File: src/rtl/collision_scan.sv
// collision_scan: walks a synchronous-read tile table once per start pulse and
// reports down/up/right/left contact between a latched player box and every
// valid tile, together with the lowest tile index that hit each side.
module collision_scan #(
  parameter int XW      = 10,
  parameter int YW      = 9,
  parameter int N_TILES = 32,
  parameter int IDX_W   = (N_TILES > 1) ? $clog2(N_TILES) : 1,
  parameter int PW      = 23,
  parameter int PH      = 45,
  parameter int TW      = 25,
  parameter int TH      = 24,
  parameter int MARGIN  = 2
) (
  input  logic               clk,
  input  logic               rst,
  input  logic               start,
  input  logic [XW-1:0]      x_p,
  input  logic [YW-1:0]      y_p,
  output logic [IDX_W-1:0]   tile_addr,
  input  logic [XW-1:0]      tile_x,
  input  logic [YW-1:0]      tile_y,
  input  logic               tile_valid,
  output logic               busy,
  output logic               done,
  output logic [3:0]         is_Collision,
  output logic [4*IDX_W-1:0] hit_idx
);

  typedef enum logic [1:0] {IDLE, SCAN, DRAIN} state_t;

  // Sums are carried one bit wider than the coordinates so that a player edge
  // past the right/bottom of the screen can never alias onto a small tile value.
  localparam int XE = XW + 1;
  localparam int YE = YW + 1;
  localparam logic [XE-1:0]    PW_X = XE'(PW);
  localparam logic [XE-1:0]    TW_X = XE'(TW);
  localparam logic [XE-1:0]    MG_X = XE'(MARGIN);
  localparam logic [YE-1:0]    PH_Y = YE'(PH);
  localparam logic [YE-1:0]    TH_Y = YE'(TH);
  localparam logic [YE-1:0]    MG_Y = YE'(MARGIN);
  localparam logic [IDX_W-1:0] LAST = IDX_W'(N_TILES - 1);

  state_t                  state, state_nxt;
  logic [XW-1:0]           px_q;
  logic [YW-1:0]           py_q;
  logic                    rd_pend;   // tile data on the inputs belongs to rd_idx
  logic [IDX_W-1:0]        rd_idx;
  logic [3:0]              acc_flag, flag_nxt;
  logic [3:0][IDX_W-1:0]   acc_idx, idx_nxt;

  logic [XE-1:0] px_e, xt_e;
  logic [YE-1:0] py_e, yt_e;
  logic          h_ov, v_ov;
  logic [3:0]    hit;

  assign px_e = {1'b0, px_q};
  assign xt_e = {1'b0, tile_x};
  assign py_e = {1'b0, py_q};
  assign yt_e = {1'b0, tile_y};

  assign h_ov = (px_e + MG_X < xt_e + TW_X) && (px_e + PW_X > xt_e + MG_X);
  assign v_ov = (py_e + MG_Y < yt_e + TH_Y) && (py_e + PH_Y > yt_e + MG_Y);

  // Per-side contact of the currently presented tile, gated by its validity.
  always_comb begin
    hit    = '0;
    hit[0] = h_ov && (py_e + PH_Y == yt_e);
    hit[1] = h_ov && (py_e == yt_e + TH_Y);
    hit[2] = v_ov && (px_e + PW_X == xt_e);
    hit[3] = v_ov && (px_e == xt_e + TW_X);
    if (!(rd_pend && tile_valid)) hit = '0;
  end

  // Merge the current tile into the accumulators; the first hit per side wins.
  always_comb begin
    // NOTE: every signal gets a default before any branch so no latch is inferred.
    flag_nxt = acc_flag;
    idx_nxt  = acc_idx;
    for (int s = 0; s < 4; s++) begin
      if (hit[s] && !acc_flag[s]) begin
        flag_nxt[s] = 1'b1;
        idx_nxt[s]  = rd_idx;
      end
    end
  end

  // FSM state register.
  always_ff @(posedge clk) begin
    // NOTE: sequential state uses non-blocking assignments so every register
    // samples the pre-edge values, independent of statement order.
    if (rst) state <= IDLE;
    else     state <= state_nxt;
  end

  // FSM next-state and busy decode.
  always_comb begin
    state_nxt = state;
    busy      = (state != IDLE);
    case (state)
      IDLE:    if (start) state_nxt = SCAN;
      SCAN:    if (tile_addr == LAST) state_nxt = DRAIN;
      DRAIN:   state_nxt = IDLE;
      default: state_nxt = IDLE;
    endcase
  end

  // Datapath: position latch, address counter, read pipeline, accumulators, results.
  always_ff @(posedge clk) begin
    if (rst) begin
      px_q         <= '0;
      py_q         <= '0;
      tile_addr    <= '0;
      rd_pend      <= 1'b0;
      rd_idx       <= '0;
      acc_flag     <= '0;
      acc_idx      <= '0;
      is_Collision <= '0;
      hit_idx      <= '0;
      done         <= 1'b0;
    end else begin
      done    <= 1'b0;
      rd_pend <= (state == SCAN);
      rd_idx  <= tile_addr;
      case (state)
        IDLE: begin
          if (start) begin
            px_q      <= x_p;
            py_q      <= y_p;
            tile_addr <= '0;
            acc_flag  <= '0;
            acc_idx   <= '0;
          end
        end
        SCAN: begin
          acc_flag <= flag_nxt;
          acc_idx  <= idx_nxt;
          if (tile_addr != LAST) tile_addr <= tile_addr + IDX_W'(1);
        end
        DRAIN: begin
          // The last tile is still on the inputs, so results take the merged view.
          acc_flag     <= flag_nxt;
          acc_idx      <= idx_nxt;
          is_Collision <= flag_nxt;
          hit_idx      <= idx_nxt;
          done         <= 1'b1;
        end
        default: ;
      endcase
    end
  end

endmodule
File: config.mk
export PLATFORM = sky130hd
export DESIGN_NAME = collision_scan
export DESIGN_NICKNAME = d
export VERILOG_FILES = /design/src/rtl/collision_scan.sv
export SDC_FILE = /design/constraint.sdc
export NUM_CORES = 1
export LEC_CHECK = 0
export CORE_UTILIZATION = 30
export DETAILED_ROUTE_END_ITERATION = 8
export GPL_ROUTABILITY_DRIVEN = 0
export HOLD_SLACK_MARGIN = 0.03
export SYNTH_ARGS = -nofsm -noshare
export SYNTH_HDL_FRONTEND = slang
export SYNTH_SLANG_ARGS = --single-unit
File: constraint.sdc
create_clock -name clk -period 4 [get_ports clk]
set_clock_uncertainty 0.05 [all_clocks]
set_input_delay 0.4 -clock clk [delete_from_list [all_inputs] [get_ports clk]]
set_output_delay 0.4 -clock clk [all_outputs]
set_load 0.05 [all_outputs]
==> metrics <==
post-synthesis compound-gate area fraction between 10% and 20%; Filler Cells Inserted 1,936; Simple-Gate Fraction of Synth Area 19.1%; root buf cell clkbuf_16; top post-synthesis cells by count dfxtp_1, nand2_1, ha_1; worst slew pin tran 667 ps; EDFF count, synth 0; Pwr Density 310 nW/um2; fin cells 1,046; global-route wire length before repair 25,000 um; Clk pwr share 40.5%; Synth Area per Inst 8.32 um2; Final Max Slew Viols 0; Global Route Usage Sum 15.7%; largest net degree at the start of global routing 43; sequential group share of total power between 30% and 40%; Clock Pin Slew Worst Setup and Hold Paths 70 ps; Resized Gates After CTS 0; Setup crit start kind flip-flop; area leader, netlist dfxtp_1; synthesized cell area 5870 um2; most common cell in the synthesized netlist dfxtp_1; postcts setup bufs 0; combinational share of power 22.6%; DIE WIDTH 142 um; outcome complete, no violations; largest family of logic cells by synthesized area simple AND/OR/NAND/NOR gates; Pleak 2.94 nW; prevailing post-synth register cell dfxtp_1; grt total ovfl 0; Final ANT Viol Nets 0; fin util between 30% and 40%; ANT cells 0; share of cells above drive strength 1 9.54%; min Tclk post-route approximately 3700 ps; Fin. Hold Viols 0; Core Area 19,000 um2; Register Area 1620 um2; Post-route DRC 0; switching power total 0.669 mW; CP max FO 5; worst setup path class reg -> reg; Starting Density 31.0%; Max Fclk 268 MHz; final WL 15,000 um; Sw Ratio between 20% and 30%; post-synthesis mux area share around 3.8%; fraction of synthesized cell area in xor and xnor cells 14.0%; Peak supply drop 0.177 mV; TritonCTS buffer count 9; adder-cell share of the synthesized area about 13%; Cell Rows 50; Setup crit end kind flip-flop; CTS Hold Bufs 0; Max Cap Viol 0; Synth Instances approximately 700; Area growth, synth to finish 25.8%; RSZ-0062 raised after global routing false; IO Count 73; CTS tree built; # setup viols final 0; Pre-antenna DRT Iters 4; overall die height 142 um; CTS max path bufs 2; fraction of registers with async set/reset 0%; Post-Syn Nets about 810; Iteration-0 DRC Markers 251; top-area cell type share of the netlist area 27.6%; hold crit path type reg -> reg; DR vias 5,016; DP Cell Count about 1,000; full die area approximately 20,000 um2; # H-tree levels 3; number of vias per cell 4.80; worst skew pair latency 350 ps; synth warn 0; area of the multi-input gates 3930 um2; Setup TNS Final 0 ps; Clock Sinks 81; vias in the first global route 4,885; Worst Path Required 4220 ps; WL per Instance 14.3 um; critical path data arrival time 3950 ps; HPWL Detailed 11,800 um; Yosys cell types 61; post-synthesis register bit count 81; post-synthesis sequential area ratio 27.6%; part of the cycle the worst path needs 93.3%; Slew headroom 55.5%; initial antenna violation count 0; Buffers on Ports 72; Total Nets Final 882; internal power 1.62 mW; most area-consuming cells after synthesis dfxtp_1, ha_1, xnor2_1, xor2_1, a211oi_1
==> flip-flops by register name, indices dropped and copies added, names as in the netlist <==
register and cells:
px_q 10, hit_idx 20, py_q 9, state 2
rd_idx 5, acc_idx 20, is_Collision 4, done 1
acc_flag 4, rd_pend 1, tile_addr 5
==> critical path, cell delays in order (launching register included) <==
cell	delay (ps)
dfxtp_1	390
inv_1	80
ha_1	240
nand2b_1	150
a21oi_1	110
o211ai_1	410
ha_1	320
nand4_1	150
nor3_1	80
nor4_1	260
o311ai_1	250
or4_1	600
buf_4	200
mux2i_1	120
a211oi_1	230
==> stage by stage <==
stage	setup WS (ps)	cell area, um2	power, mW	hold WS [ps]
after floorplan	140	5870	1.21	391
after detailed placement	-76.5	7030	1.38	405
after global placement	11.3	7030	1.38	399
after global routing	17.5	7380	2.42	425
final	268	7380	2.29	418
after CTS	117	7360	2.31	407
==> area by class of cell <==
class	count	area share, %
clock buffers	9	3.05
repair buffers	117	14.3
clock inverters	7	1.44
flip-flops and latches	81	22.0
inverters	33	1.68
well taps	260	4.41
multi-input cells	539	53.2
==> power groups by stage <==
stage | Sequential (mW) | Combinational (mW) | Clock [mW]
detailed placement | 0.866 | 0.515 | 0
finish | 0.848 | 0.517 | 0.927
CTS | 0.847 | 0.519 | 0.946
global route | 0.851 | 0.579 | 0.986
floorplan | 0.852 | 0.354 | 0
global placement | 0.865 | 0.512 | 0
==> routing by layer <==
layer	vias to the layer above	part of all wire [%]	wire (um)	global-route usage (%)
li1	2632	-	-	-
met1	2292	50	7500	21.5
met4	0	1.3	199	5.04
met3	16	3.2	483	2.36
met2	76	45	6810	25.2
met5	-	0	0	0
==> logic make-up after synthesis <==
kind of cell    Yosys count
buf+inv                  86
simple gates            224
fa+ha+maj                59
flops                    81
compound gates          146
xor+xnor                 88
mux                      22
==> layout by cell type (no fill, tap or decap), types with 2 or more instances in the layout <==
master,Yosys,routed
dfxtp_1,81,80
clkdlybuf4s50_1,0,71
nand2_1,60,60
ha_1,59,59
nor2_1,55,55
xnor2_1,56,55
buf_4,0,45
a21oi_1,38,38
inv_1,32,32
a211oi_1,30,30
xor2_1,28,28
nand3_1,26,26
mux2i_1,20,20
a22o_1,15,15
nor3_1,13,13
nand4_1,13,13
o21ai_0,13,13
a21o_1,12,12
nor2b_1,12,12
nand2b_1,9,9
clkbuf_16,0,9
or3_1,6,6
and3_1,5,5
and4_1,5,5
a32o_1,5,5
nand3b_1,4,4
and2_1,4,4
o211ai_1,4,4
a31oi_1,4,4
inv_6,0,4
nor3b_1,3,3
o31ai_1,3,3
a211o_1,3,3
a221oi_1,3,3
o21ai_1,4,2
xor3_1,2,2
o21ai_2,0,2
bufinv_16,0,2
==> path summary, 6_finish.rpt <==
| path | slack [ps] | startpoint | cells after the start | end |
|---|---|---|---|---|
| max | 270 | px_q[0] | 14 | hit_idx[6] |
| min | 420 | acc_idx[18] | 1 | acc_idx[18] |
| max reg2reg | 270 | px_q[0] | 14 | hit_idx[6] |
| min reg2reg | 420 | acc_idx[18] | 1 | acc_idx[18] |
(Power assumes the default switching activity.)
